$ cat src/rtl/signed_divider_seq.sv
// Sequential signed divider using sign/magnitude split and a restoring shift-subtract loop.
// Optional macro DIV_SPECIAL_BYPASS_EN: divide-by-zero and overflow skip the loop (1-edge latency).
module signed_divider_seq #(
  parameter int l = 16
) (
  input  logic         Clock,
  input  logic         ResetN,
  input  logic         Start,
  input  logic [l-1:0] Dividend,
  input  logic [l-1:0] Divisor,
  output logic         Ready,
  output logic         Done,
  output logic [l-1:0] Quotient,
  output logic [l-1:0] Remainder,
  output logic         DivByZero,
  output logic         Overflow
);

  localparam int lv = l - 1;
  localparam int CW = $clog2(l) + 1;
  localparam logic [CW-1:0] LAST = CW'(l - 1);
  localparam logic [CW-1:0] CNT_ONE = CW'(1);
  localparam logic [l-1:0] ONE = {{(l-1){1'b0}}, 1'b1};
  localparam logic [l-1:0] MIN_VAL = {1'b1, {(l-1){1'b0}}};

  typedef enum logic [1:0] {IDLE, CALC, SIGN} state_t;

  state_t state, next_state;

  logic          quot_sign, rem_sign;
  logic          dbz_pend, ovf_pend;
  logic [l-1:0]  q_reg, dvs_abs, dvd_save;
  // Partial remainder is held in l bits: after every step it is below |Divisor|, which fits in l bits.
  logic [l-1:0]  part_rem;
  logic [CW-1:0] count;

  logic          div_zero_in, ovf_in;
  logic [l:0]    shifted;
  logic [l-1:0]  step_p, step_q;

  function automatic logic [l-1:0] negate(input logic [l-1:0] x);
    return (~x) + ONE;
  endfunction

  function automatic logic [l-1:0] magnitude(input logic [l-1:0] x);
    return x[lv] ? negate(x) : x;
  endfunction

  assign div_zero_in = (Divisor == '0);
  assign ovf_in      = (Dividend == MIN_VAL) && (Divisor == '1);

  always_ff @(posedge Clock or negedge ResetN) begin
    if (!ResetN) state <= IDLE;
    else         state <= next_state;
  end

  always_comb begin
    next_state = state;
    case (state)
      IDLE: if (Start) begin
`ifdef DIV_SPECIAL_BYPASS_EN
        next_state = (div_zero_in || ovf_in) ? SIGN : CALC;
`else
        next_state = CALC;
`endif
      end
      CALC:    if (count == LAST) next_state = SIGN;
      SIGN:    next_state = IDLE;
      default: next_state = IDLE;
    endcase
  end

  always_comb begin
    Ready = (state == IDLE);
  end

  // One restoring step: shift in the next dividend bit, subtract when it fits.
  always_comb begin
    shifted = {part_rem, q_reg[lv]};
    step_p  = shifted[l-1:0];
    step_q  = {q_reg[lv-1:0], 1'b0};
    if (shifted >= {1'b0, dvs_abs}) begin
      step_p = l'(shifted - {1'b0, dvs_abs});
      step_q = {q_reg[lv-1:0], 1'b1};
    end
  end

  always_ff @(posedge Clock or negedge ResetN) begin
    if (!ResetN) begin
      quot_sign <= 1'b0;
      rem_sign  <= 1'b0;
      dbz_pend  <= 1'b0;
      ovf_pend  <= 1'b0;
      q_reg     <= '0;
      dvs_abs   <= '0;
      dvd_save  <= '0;
      part_rem  <= '0;
      count     <= '0;
      Done      <= 1'b0;
      Quotient  <= '0;
      Remainder <= '0;
      DivByZero <= 1'b0;
      Overflow  <= 1'b0;
    end else begin
      Done <= 1'b0;
      case (state)
        IDLE: if (Start) begin
          quot_sign <= Dividend[lv] ^ Divisor[lv];
          rem_sign  <= Dividend[lv];
          q_reg     <= magnitude(Dividend);
          dvs_abs   <= magnitude(Divisor);
          dvd_save  <= Dividend;
          part_rem  <= '0;
          count     <= '0;
          dbz_pend  <= div_zero_in;
          ovf_pend  <= ovf_in;
        end
        CALC: begin
          q_reg    <= step_q;
          part_rem <= step_p;
          count    <= count + CNT_ONE;
        end
        SIGN: begin
          Done <= 1'b1;
          if (dbz_pend) begin
            Quotient  <= '1;
            Remainder <= dvd_save;
            DivByZero <= 1'b1;
            Overflow  <= 1'b0;
          end else if (ovf_pend) begin
            Quotient  <= MIN_VAL;
            Remainder <= '0;
            DivByZero <= 1'b0;
            Overflow  <= 1'b1;
          end else begin
            Quotient  <= quot_sign ? negate(q_reg) : q_reg;
            Remainder <= rem_sign ? negate(part_rem) : part_rem;
            DivByZero <= 1'b0;
            Overflow  <= 1'b0;
          end
        end
        default: ;
      endcase
    end
  end

endmodule

$ cat config.mk
export PLATFORM = sky130hd
export DESIGN_NAME = signed_divider_seq
export DESIGN_NICKNAME = d
export VERILOG_FILES = /design/src/rtl/signed_divider_seq.sv
export SDC_FILE = /design/constraint.sdc
export NUM_CORES = 1
export LEC_CHECK = 0
export BUFFER_PORTS_ARGS = -buffer_cell sky130_fd_sc_hd__buf_2
export CAP_MARGIN = 15
export CORE_MARGIN = 2
export CORE_UTILIZATION = 54
export DETAILED_ROUTE_END_ITERATION = 8
export PLACE_DENSITY_LB_ADDON = 0.2
export SETUP_SLACK_MARGIN = 0.05
export SKIP_CTS_REPAIR_TIMING = 1
export SLEW_MARGIN = 15
export SYNTH_ARGS = -nofsm -noshare
export SYNTH_HDL_FRONTEND = slang
export SYNTH_SLANG_ARGS = --single-unit
$ cat constraint.sdc
create_clock -name Clock -period 2.4 [get_ports Clock]
set_input_delay 0 -clock Clock [delete_from_list [all_inputs] [get_ports Clock]]
set_output_delay 0 -clock Clock [all_outputs]
set_load 0.02 [all_outputs]
==> reports/qor.yml <==
grt_pass1_wl_mm: 27.4
port_buffers: 70
worstPathCellList: "inv_2, ha_4, inv_2, fa_2, a21o_1, a21o_1, a211oi_2, buf_4, a311oi_2, xor2_1, mux2i_1, o21ai_1"
clk_pin_slew_ns: 0.08
drc: 0
clk_latency_ns: 0.36
holdWs_ns: -0.0187
routed_via_density: 5.81
ys_seq_area_share_pct: 42.0
startpoint_type: "flip-flop"
ios: 71
maxCapViolations: 0
cts_buffers: 9
crit_path_top_delay_cell: "dfrtp_1"
drt-wirelength-per-cell_um: 17.4
place_ws_ns: -0.0398
final_common_cell: "nand2_1"
die_w_um: 114
cts_tree: "done"
holdPathStages: 3
place.gp.congestion: 0.873
synth_edf_count: 0
setup_viol: 0
antennaDiodeCount: 0
nets: 907
hp-class: "in2reg"
grt_antenna_before_repair: 0
failed_checks: "negative hold slack"
grt-ovfl-total: 0
finalCritPeriodShare_pct: 97.2
syn_inst: 740
grtUsageMet3_pct: 3.51
worst_pin_slew_ns: 0.602
core_area_mm2: 0.0119
ant_nets: 0
async_flop_share_pct: 100
finalInstanceArea_mm2: 0.00789
power.total_w: 0.0123
finalWorstSetupSlack_ns: 0.0678
grtUsageMet1_pct: 41.3
fin_crit_ns: 2.33
grt_usage_pct: 27.2
grt_pass1_vias: 5346
postSynthAreaPerCell_um2: 8.77
dp_hpwl_mm: 12.7
busiest_layer: "met1"
floorplan.initialDensity_pct: 54.7
crit_arrival_ns: 2.57
clkSinkCount: 109
drive_gt1_share_pct: 19.7
ys_ff_latch: 109
grt_max_degree: 69
p_per_area_mw_per_mm2: 1560
clock_skew_ns: 0.0140
max_clock_freq_ghz: 0.429
firstDrtPassIters: 8
slew_viol_final: 0
postLayoutCoreUtil_pct: 66.5
drt-total-wl_mm: 17.4
leakage_nw: 3.74
grt_use_met2_pct: 41.0
cp-end-kind: "flip-flop"
place_area_mm2: 0.00726
die_area_mm2: 0.0129
clock_path_buffers: 2
dr.first_iter.drc_count: 519
ff2ff_path_depth: 12
synthesis.nets: 799
most-common-layout-cells: "nand2_1 (116), dfrtp_1 (109), o21ai_0 (81), buf_2 (69)"
max-vdd-ir-drop_uv: 823
slowest_delay_ns: 0.39
yosysUniqueCellTypes: 57
critical_path_required_ns: 2.64
htreeDepth: 3
yosysWarningCount: 0
rows: 40
crit_fanout: 3
synth_ff_type: "dfrtp_1"
outcome: "finished with violations"
die_h_um: 114
vias: 5814
hold_viol_final: 6
root_buffer: "clkbuf_16"
grt_setup_unrepaired: "true"
fillCellCount: 974
syn_area_mm2: 0.00649
slew_headroom_pct: 59.5
crit_type: "reg2reg"
area_delta_synth_final_pct: 21.5
final cells by class:
class | instances | area (um^2) | area share, %
clock buffer | 9 | 225 | 2.85
clock inverter | 7 | 66.3 | 0.840
inverter | 32 | 120 | 1.52
multi-input combinational | 559 | 3640 | 46.1
sequential | 109 | 2730 | 34.6
tap | 147 | 184 | 2.33
timing repair buffer | 137 | 932 | 11.8
metrics by stage:
stage                     setup TNS (ns)  instances
final                                  0       1000
after global routing             -0.0821       1000
after detailed placement         -0.0398        965
after floorplan                        0        740
after global placement           -0.0113        965
after CTS                         -0.132        981
synthesized netlist by cell type (3+ instances only):
cell type | instances | share of area, %
or4_1 | 6 | 0.69
o41ai_1 | 4 | 0.54
inv_1 | 31 | 1.8
o31ai_1 | 16 | 1.9
ha_1 | 23 | 4.4
a22oi_1 | 14 | 1.6
nor2_1 | 44 | 2.5
xor2_1 | 47 | 6.3
dfrtp_1 | 109 | 42
nor2b_1 | 3 | 0.29
xnor2_1 | 22 | 3.0
clkbuf_1 | 37 | 2.1
o22ai_1 | 8 | 0.77
or3_1 | 7 | 0.67
mux2i_1 | 15 | 2.3
o31a_1 | 3 | 0.40
and3_1 | 4 | 0.39
a221oi_1 | 5 | 0.67
nor4_1 | 4 | 0.39
o22a_1 | 7 | 0.94
nand2b_1 | 13 | 1.3
nand2_1 | 118 | 6.8
o211ai_1 | 3 | 0.35
nand3_1 | 23 | 1.8
o21ai_0 | 85 | 6.6
a21o_1 | 4 | 0.46
nor3_1 | 8 | 0.62
a21oi_1 | 34 | 2.6
nand4_1 | 6 | 0.58
kinds of logic after synthesis:
logic type	count (synthesis)	synth area share, %
AO/OA/AOI/OAI	202	19.6
XOR/XNOR	69	9.31
adder cells (fa/ha/maj)	24	4.74
buffers and inverters	72	4.18
flip-flops	109	42.0
multiplexers	16	2.49
AND/OR/NAND/NOR	248	17.7
per-layer routing:
metal | wire length, um | vias up | share of wire, %
met5 | 0 | - | 0
met4 | 331 | 0 | 1.9
met3 | 986 | 24 | 5.7
met2 | 7910 | 210 | 45
met1 | 8170 | 2764 | 47
li1 | - | 2816 | -
path summary, 6_finish.rpt:
path | slack [ns] | startpoint | end
hold reg to reg | 0.46 | Quotient[6] | Quotient[6]
setup reg to reg | 0.07 | q_reg[15] | part_rem[12]
hold / removal | -0.02 | Dividend[5] | dvd_save[5]
min in group asynchronous | 0.18 | ResetN | Done
setup / recovery | 0.07 | q_reg[15] | part_rem[12]
max in group asynchronous | 1.43 | ResetN | dvs_abs[6]
power breakdown:
part / switching (W) / total [W] / leakage (nW) / internal, W
Clock: 0.000755 / 0.00148 / 0.141 / 0.000730
Sequential: 0.000714 / 0.00335 / 1.38 / 0.00263
Combinational: 0.00403 / 0.00747 / 2.21 / 0.00344
Total: 0.00549 / 0.0123 / 3.74 / 0.00680
worst max-delay path, delay by kind of cell (launching register included):
| family | cells | cell delay, ns |
|---|---|---|
| AOI/OAI and AO/OA | 5 | 0.78 |
| xor gates and xnor gates | 1 | 0.16 |
| DFF | 1 | 0.39 |
| muxes | 1 | 0.14 |
| adders and majority gates | 2 | 0.47 |
| buffers and inverters | 3 | 0.28 |
(Power assumes the default switching activity.)
